[config.mk]
export PLATFORM = sky130hd
export DESIGN_NAME = ibex_rf_write_ctrl
export DESIGN_NICKNAME = d
export VERILOG_FILES = /design/src/rtl/ibex_pkg.sv /design/src/rtl/ibex_rf_bypass_mux.sv /design/src/rtl/ibex_rf_write_ctrl.sv
export SDC_FILE = /design/constraint.sdc
export NUM_CORES = 1
export LEC_CHECK = 0
export ABC_CLOCK_PERIOD_IN_PS = 2500
export CORE_UTILIZATION = 34
export DETAILED_ROUTE_END_ITERATION = 8
export PLACE_DENSITY = 0.91
export SYNTH_ARGS = -nofsm -noshare
export SYNTH_HDL_FRONTEND = slang
export SYNTH_SLANG_ARGS = --single-unit
[constraint.sdc]
create_clock -name clk_i -period 2.5 [get_ports clk_i]
set_input_delay 0.25 -clock clk_i [delete_from_list [all_inputs] [get_ports clk_i]]
set_output_delay 0.25 -clock clk_i [all_outputs]
set_load 0.05 [all_outputs]
[src/rtl/ibex_pkg.sv]
`default_nettype none
// ============================================================================
// Module      : ibex_pkg
// Description : Shared types and helpers for the register file write-side
//               controller: load-tracking FSM states and the destination
//               address legality check.
// Revision    : 1.0 - initial release
// ============================================================================
package ibex_pkg;

  // Register file address width (x0..x31).
  localparam int unsigned c_RF_ADDR_W = 5;

  // Load tracking FSM: at most one load is outstanding at a time.
  typedef enum logic [0:0] {
    RfWrIdle     = 1'b0,
    RfWrLoadPend = 1'b1
  } rf_wr_state_e;

  // A destination is illegal on an RV32E core when it names x16..x31.
  function automatic logic rf_wr_rd_illegal(input logic [c_RF_ADDR_W-1:0] rd,
                                            input logic                   rv32e);
    return rv32e & rd[c_RF_ADDR_W-1];
  endfunction

  // The write stage is only loaded for a non-zero, legal destination.
  function automatic logic rf_wr_rd_writable(input logic [c_RF_ADDR_W-1:0] rd,
                                             input logic                   rv32e);
    return (rd != '0) & ~rf_wr_rd_illegal(rd, rv32e);
  endfunction

endpackage
`default_nettype wire

[src/rtl/ibex_rf_bypass_mux.sv]
`default_nettype none
// ============================================================================
// Module      : ibex_rf_bypass_mux
// Description : Single read-port bypass. Forwards the in-flight register file
//               write onto the read port when it targets the same, non-zero
//               register; otherwise passes the raw register file data.
// Revision    : 1.0 - initial release
// ============================================================================
module ibex_rf_bypass_mux
  import ibex_pkg::*;
#(
  parameter int unsigned DataWidth = 32
) (
  input  logic                   we_i,
  input  logic [c_RF_ADDR_W-1:0] waddr_i,
  input  logic [DataWidth-1:0]   wdata_i,
  input  logic [c_RF_ADDR_W-1:0] raddr_i,
  input  logic [DataWidth-1:0]   rf_rdata_i,
  output logic [DataWidth-1:0]   rdata_o
);

  logic w_hit;

  // x0 is hard-wired to zero in the register file, so it is never forwarded.
  assign w_hit = we_i & (waddr_i == raddr_i) & (raddr_i != '0);

  // Purely combinational: the register file only holds the value one cycle
  // after the write stage presents it.
  always_comb begin
    rdata_o = rf_rdata_i;
    if (w_hit) begin
      rdata_o = wdata_i;
    end
  end

endmodule
`default_nettype wire

[src/rtl/ibex_rf_write_ctrl.sv]
`default_nettype none
// ============================================================================
// Module      : ibex_rf_write_ctrl
// Description : Write-side controller for the flop-based register file.
//               Tracks the single outstanding load, arbitrates the write port
//               between execute results and load responses, registers the
//               winning write for one cycle, bypasses it onto both read ports
//               and stalls decode on a read-after-load hazard.
// Revision    : 1.0 - initial release
// ============================================================================
module ibex_rf_write_ctrl
  import ibex_pkg::*;
#(
  parameter int unsigned DataWidth = 32,
  parameter bit          RV32E     = 1'b0
) (
  input  logic                   clk_i,
  input  logic                   rst_ni,

  // Execute stage result
  input  logic                   ex_valid_i,
  input  logic [c_RF_ADDR_W-1:0] ex_rd_i,
  input  logic [DataWidth-1:0]   ex_wdata_i,
  output logic                   ex_ready_o,

  // Load/store unit
  input  logic                   lsu_req_i,
  input  logic [c_RF_ADDR_W-1:0] lsu_rd_i,
  input  logic                   lsu_rvalid_i,
  input  logic [DataWidth-1:0]   lsu_rdata_i,
  input  logic                   lsu_err_i,

  // Decode read ports
  input  logic [c_RF_ADDR_W-1:0] raddr_a_i,
  input  logic [c_RF_ADDR_W-1:0] raddr_b_i,
  input  logic [DataWidth-1:0]   rf_rdata_a_i,
  input  logic [DataWidth-1:0]   rf_rdata_b_i,
  output logic [DataWidth-1:0]   rdata_a_o,
  output logic [DataWidth-1:0]   rdata_b_o,

  // Register file write port
  output logic [c_RF_ADDR_W-1:0] waddr_a_o,
  output logic [DataWidth-1:0]   wdata_a_o,
  output logic                   we_a_o,

  // Status
  output logic                   stall_o,
  output logic                   err_o
);

  // --------------------------------------------------------------------------
  // State
  // --------------------------------------------------------------------------
  rf_wr_state_e           r_state;
  logic [c_RF_ADDR_W-1:0] r_pend_rd;
  logic                   r_err;
  logic                   r_we;
  logic [c_RF_ADDR_W-1:0] r_waddr;
  logic [DataWidth-1:0]   r_wdata;

  // --------------------------------------------------------------------------
  // Arbitration and write qualification
  // --------------------------------------------------------------------------
  logic                   w_load_pend;
  logic                   w_load_resp;
  logic                   w_cand_valid;
  logic [c_RF_ADDR_W-1:0] w_cand_rd;
  logic [DataWidth-1:0]   w_cand_wdata;
  logic                   w_rv32e;
  logic                   w_wr_en;
  logic                   w_addr_err;
  logic                   w_proto_err;

  assign w_rv32e     = RV32E;
  assign w_load_pend = (r_state == RfWrLoadPend);
  // Only a response to a tracked load competes for the write port.
  assign w_load_resp = w_load_pend & lsu_rvalid_i;

  // The load response owns the port in its cycle; execute holds its result.
  assign ex_ready_o = ~w_load_resp;

  // Select the write candidate: load response first, then execute.
  always_comb begin
    w_cand_valid = 1'b0;
    w_cand_rd    = ex_rd_i;
    w_cand_wdata = ex_wdata_i;
    if (w_load_resp) begin
      // A bus error still retires the load but never updates the register.
      w_cand_valid = ~lsu_err_i;
      w_cand_rd    = r_pend_rd;
      w_cand_wdata = lsu_rdata_i;
    end else if (ex_valid_i) begin
      w_cand_valid = 1'b1;
    end
  end

  assign w_wr_en    = w_cand_valid & rf_wr_rd_writable(w_cand_rd, w_rv32e);
  assign w_addr_err = w_cand_valid & rf_wr_rd_illegal(w_cand_rd, w_rv32e);

  // A second load while one is pending, or a response with nothing pending.
  assign w_proto_err = (w_load_pend  & lsu_req_i    & ~lsu_rvalid_i) |
                       (~w_load_pend & lsu_rvalid_i);

  // --------------------------------------------------------------------------
  // Load tracking FSM with registered error pulse
  // --------------------------------------------------------------------------
  always_ff @(posedge clk_i or negedge rst_ni) begin
    if (!rst_ni) begin
      r_state   <= RfWrIdle;
      r_pend_rd <= '0;
      r_err     <= 1'b0;
    end else begin
      r_err <= w_proto_err | w_addr_err;
      unique case (r_state)
        RfWrIdle: begin
          if (lsu_req_i) begin
            r_state   <= RfWrLoadPend;
            r_pend_rd <= lsu_rd_i;
          end
        end
        RfWrLoadPend: begin
          // A request without a response is ignored; pend_rd is kept.
          if (lsu_rvalid_i) begin
            if (lsu_req_i) begin
              r_pend_rd <= lsu_rd_i;
            end else begin
              r_state <= RfWrIdle;
            end
          end
        end
        default: begin
          r_state <= RfWrIdle;
        end
      endcase
    end
  end

  // --------------------------------------------------------------------------
  // Write stage: enable lasts one cycle, address/data hold when idle
  // --------------------------------------------------------------------------
  always_ff @(posedge clk_i or negedge rst_ni) begin
    if (!rst_ni) begin
      r_we    <= 1'b0;
      r_waddr <= '0;
      r_wdata <= '0;
    end else begin
      r_we <= w_wr_en;
      if (w_wr_en) begin
        r_waddr <= w_cand_rd;
        r_wdata <= w_cand_wdata;
      end
    end
  end

  assign we_a_o    = r_we;
  assign waddr_a_o = r_waddr;
  assign wdata_a_o = r_wdata;
  assign err_o     = r_err;

  // --------------------------------------------------------------------------
  // Read-after-load hazard, from registered state so it covers the response
  // cycle; the bypass then supplies the data in the following cycle.
  // --------------------------------------------------------------------------
  assign stall_o = w_load_pend & (r_pend_rd != '0) &
                   ((raddr_a_i == r_pend_rd) | (raddr_b_i == r_pend_rd));

  // --------------------------------------------------------------------------
  // Read port bypass
  // --------------------------------------------------------------------------
  ibex_rf_bypass_mux #(
    .DataWidth (DataWidth)
  ) u_bypass_a (
    .we_i       (r_we),
    .waddr_i    (r_waddr),
    .wdata_i    (r_wdata),
    .raddr_i    (raddr_a_i),
    .rf_rdata_i (rf_rdata_a_i),
    .rdata_o    (rdata_a_o)
  );

  ibex_rf_bypass_mux #(
    .DataWidth (DataWidth)
  ) u_bypass_b (
    .we_i       (r_we),
    .waddr_i    (r_waddr),
    .wdata_i    (r_wdata),
    .raddr_i    (raddr_b_i),
    .rf_rdata_i (rf_rdata_b_i),
    .rdata_o    (rdata_b_o)
  );

endmodule
`default_nettype wire

## Yosys cells after proc, flatten, opt, wreduce, memory -nomap -nowiden

Cells that the tools add are included.

- Register bits: 45
- Input bits: 154
- Output and inout bits: 105
- Logic and storage cells: 44

- Equality and inequality tests: 5
- Muxes and demuxes: 12
- Bitwise gates (word level): 17
- Reduce and logical (&&, ||, !) cells: 4

Operators by type and width:

| kind | number |
|---|---|
| $mux W32 | 3 |
| $eq A5 B5 Y1 | 4 |
| $reduce_bool A5 Y1 | 4 |
| $mux W5 | 3 |
| $and A1 B1 Y1 | 11 |
| $pmux W5 S2 | 1 |
| $mux W1 | 4 |
| $not A1 Y1 | 4 |
| $ne A2 B2 Y1 const B | 1 |
| $or A1 B1 Y1 | 2 |
| $pmux W1 S2 | 1 |

## Logic depth before layout (Yosys ltp)

- Depth in word-level cells: 4
- Gate-level depth with buffers: 5
- Depth with buffers taken out: 4

## Hierarchy

A second synthesis with hierarchy kept.

- Cell total of the unflattened synthesis: 255
- Area, all modules: 3580.9 um^2

By module, submodules not included:

| module | instances | cells each | area an instance (um^2) | seq. area each (um^2) |
|---|---|---|---|---|
| ibex_rf_write_ctrl | 1 | 165 | 2392.3 | 1126.1 |
| ibex_rf_bypass_mux | 2 | 45 | 594.3 | 0.0 |

## Worst setup path before layout

Ideal clock, no wire load.

- Path type: reg-to-output
- From: reg r_waddr[3], in the netlist waddr_a_o[3]
- To: out rdata_a_o[25]
- Data arrival time: 2.060 ns
- Required time: 2.250 ns
- Path slack: 0.190 ns
- Cell stages (with the launch flop): 6
- Path buffers: 1
- Path through: dfrtp_1 xnor2_1 nand3_1 a211oi_2 buf_2 mux2_1

- Cells in the longest elaborated chain, start to end: 4

Ends and longest elaborated chain:

| what | RTL line | source |
|---|---|---|
| start: declaration | ibex_rf_write_ctrl.sv:58 | `logic [c_RF_ADDR_W-1:0] r_waddr;` |
| start signal: assignment | ibex_rf_write_ctrl.sv:149 | `r_waddr <= w_cand_rd;` |
| $eq A5 B5 Y1 | ibex_rf_bypass_mux.sv:25 | `assign w_hit = we_i & (waddr_i == raddr_i) & (raddr_i != '0);` |
| $and A1 B1 Y1 (2 in series) | ibex_rf_bypass_mux.sv:25 |  |
| $mux W32 | ibex_rf_bypass_mux.sv:31 | `if (w_hit) begin` |
| end: declaration | ibex_rf_write_ctrl.sv:38 | `output logic [DataWidth-1:0] rdata_a_o,` |

No other way between the ends.

## Worst setup path in the final report

- From: reg r_waddr[4], in the netlist waddr_a_o[4]
- To: out rdata_a_o[22]

Same word-level chain as after synthesis.

==> key figures <==
Worst hold path
  • Worst Hold Class: in2async

Placed design
  • Port Buffers: roughly 260
  • Dpl hpwl: around 8800 um
  • Final GP Congestion: between 0.8 and 0.9
  • Dpl ws: -0.01015 ns

Yosys
  • Area contributors post-synth: dfrtp_1 (34%), mux2_2 (34%), mux2_4 (12%)
  • Primary FF master, synth: dfrtp_1
  • Synth warn: 0
  • Post-synth EDFFs: 0
  • Synthesized flop and latch total: 45
  • Synth async-reset ratio: 1.000
  • Top-count cell post-synth: mux2_2
  • Commonest cells in the netlist: mux2_2 (99), dfrtp_1 (45), mux2_4 (26)
  • Area fraction of the dominant cell type after synthesis: 0.3429
  • Netlist cell types: 29
  • Sequential cell area fraction in the yosys report: 0.3429
  • Synth Cell Area: between 3000 and 4000 um^2
  • Leading area contributor after synthesis: dfrtp_1
  • Cells after Synth: around 260
  • Mean post-synth cell area: about 13 um^2
  • Synthesized Nets: approximately 400

Layout
  • Nets: 674
  • Layout cells sized above 1: 0.4395
  • Number of diodes: 0
  • Synthesis-to-finish area growth: 86.51%

GRT
  • Initial antenna violation count: 0
  • Number of global-route vias before repair: around 3200
  • Total track usage: 0.2087
  • Pin count of the biggest net entering global routing: 46
  • First-pass GRT wire length: 16530 um
  • Overflow after GRT: 0

STA
  • Worst Slack Setup Final: between 0.06 and 0.07 ns
  • Final hold violations: 0
  • Max frequency: just over 400 MHz
  • Tcrit/Tclk final: 0.9727
  • Fin Setup TNS: 0 ns
  • Worst Skew: ~0.0047 ns
  • Slew HR: 0.3267
  • Final setup fails: 0
  • Worst hold slack: 0.1208 ns
  • Worst Tran Pin Value: approximately 1.0 ns
  • Final worst path period need: 2.432 ns
  • Slew Limit Fails: 0

Detailed routing
  • Routed len/inst: approximately 17 um
  • First drt pass iteration count: 4
  • Vias: 3172
  • Antenna-violating nets left: 0
  • Routed wire length: between 10000 and 15000 um
  • 1st-iter DRT viols: 42
  • Drt drc: 0
  • Vias per std cell: 4.880

Status
  • Status: finished, final reports clean

Clock network
  • H-Tree Depth: 2
  • CTS hold repair buffers: 0
  • TritonCTS clock tree: built
  • CTS Root Cell: clkbuf_8
  • Worst-Skew Late Latency: slightly below 0.3 ns
  • Worst-path clk slew: ~0.09 ns
  • Clk buf depth: 2
  • Clk sinks: 45
  • CTS buffer count: 5

Power and ir drop
  • P_int: roughly 1900 uW
  • Power per cell area: between 500 and 600 nW/um^2
  • Switching pwr: roughly 1500 uW
  • Clock power share: 0.131
  • Sw Ratio: 0.4332
  • Gate power share: 0.558
  • Total Power: approximately 3400 uW
  • Sequential share of power: 0.311
  • Max VDD drop: approximately 0.33 mV
  • Leak Pwr: approximately 0.0026 uW

Floorplanning
  • Die span in x: 100.3 um
  • Die area: about 10000 um^2
  • Core box area: just over 9000 um^2
  • DIE HEIGHT: between 100 and 150 um
  • Top-Level Pins: 259
  • Rows: 35
  • Starting Density: 0.3538

Critical path
  • Critical path class: reg2out
  • Critical-path maximum fanout: 21
  • Nature of the critical path endpoint: output pin
  • WP data arrival: 2.18 ns
  • Worst Setup Start Kind: flop
  • Required @ worst endpoint: 2.25 ns
  • R2r setup slk: about 0.53 ns

Run
  • Max_cap viols: 0
## routing by layer
layer / wire [um] / share of wire / global-route usage / vias to the layer above
met5: 0 / 0 / 0 / -
met2: 6009 / 0.53 / 0.3851 / 140
li1: - / - / - / 1473
met3: 664 / 0.059 / 0.04178 / 16
met1: 4404 / 0.39 / 0.2511 / 1543
met4: 171 / 0.015 / 0.04013 / 0
## layout make-up
cell class	instances	area, um^2
Sequential cell	45	1130
Multi-Input combinational cell	196	2142
Timing Repair Buffer	269	2595
Fill cell	727	3158
Clock inverter	3	17.52
Tap cell	129	161.4
Clock buffer	5	68.82
Inverter	3	11.26
## layout by cell type, fill, tap and decap left out, drive strengths merged, types with 2 or more instances in the layout
cell type	instances
dfrtp	45
o41ai	2
o21ai	4
xor2	6
or4	2
nand2	7
nor2	4
dlymetal6s2s	5
nand3	4
clkbuf	5
a31oi	3
nor3b	4
inv	3
a211oi	2
nand2b	2
nor3	2
clkinv	2
buf	78
mux2	135
xnor2	12
clkdlybuf4s50	186
## worst max-delay path, cell delays in order (launching register included)
cell and delay (ns):
dfrtp_1 0.47, nor2_2 0.18, o41ai_4 0.10, a211oi_4 0.34, buf_12 0.22, mux2_2 0.37, buf_4 0.19
## logic make-up after synthesis
family,Yosys count,synth area share
buf+inv,16,0.02743
simple gates,26,0.04419
mux,136,0.4956
xor+xnor,18,0.04800
compound gates,16,0.04190
flops,45,0.3429
## power groups by stage
stage	clock, uW	sequential (uW)	combinational, uW
global placement	0	1040	1810
CTS	465	1040	1840
floorplan	0	1420	718
finish	440	1040	1870
detailed placement	0	1050	1840
global route	490	1070	1950
## stage by stage
stage / util / cell area, um^2 / std cells
after floorplan: - / 3284 / 257
after global placement: 0.6363 / 5907 / 639
after detailed placement: 0.6363 / 5907 / 639
after CTS: 0.6456 / 5993 / 647
after global routing: 0.6598 / 6126 / 650
final: 0.6598 / 6126 / 650
## final timing paths
check,endpoint,startpoint,cells past startpoint
max in group asynchronous,waddr_a_o[1],rst_ni,1
max reg2reg,wdata_a_o[28],r_pend_rd[2],5
min reg2reg,wdata_a_o[13],wdata_a_o[13],1
min,wdata_a_o[16],rst_ni,1
max,rdata_a_o[22],waddr_a_o[4],6
min in group clk_i,err_o,lsu_req_i,3
## timing repair
item | in CTS | in global routing
setup buffers | 0 | 3
pin swaps | 1 | 3
setup endpoints to repair | 9 | 59
resized for setup | 0 | 26
## sequential cells by signal, summed over array words and instances, names as in the netlist
signal / cells
r_state: 1
r_pend_rd: 5
waddr_a_o: 5
wdata_a_o: 32
we_a_o: 1
err_o: 1
Note: power is estimated with default switching activity, not from simulation.
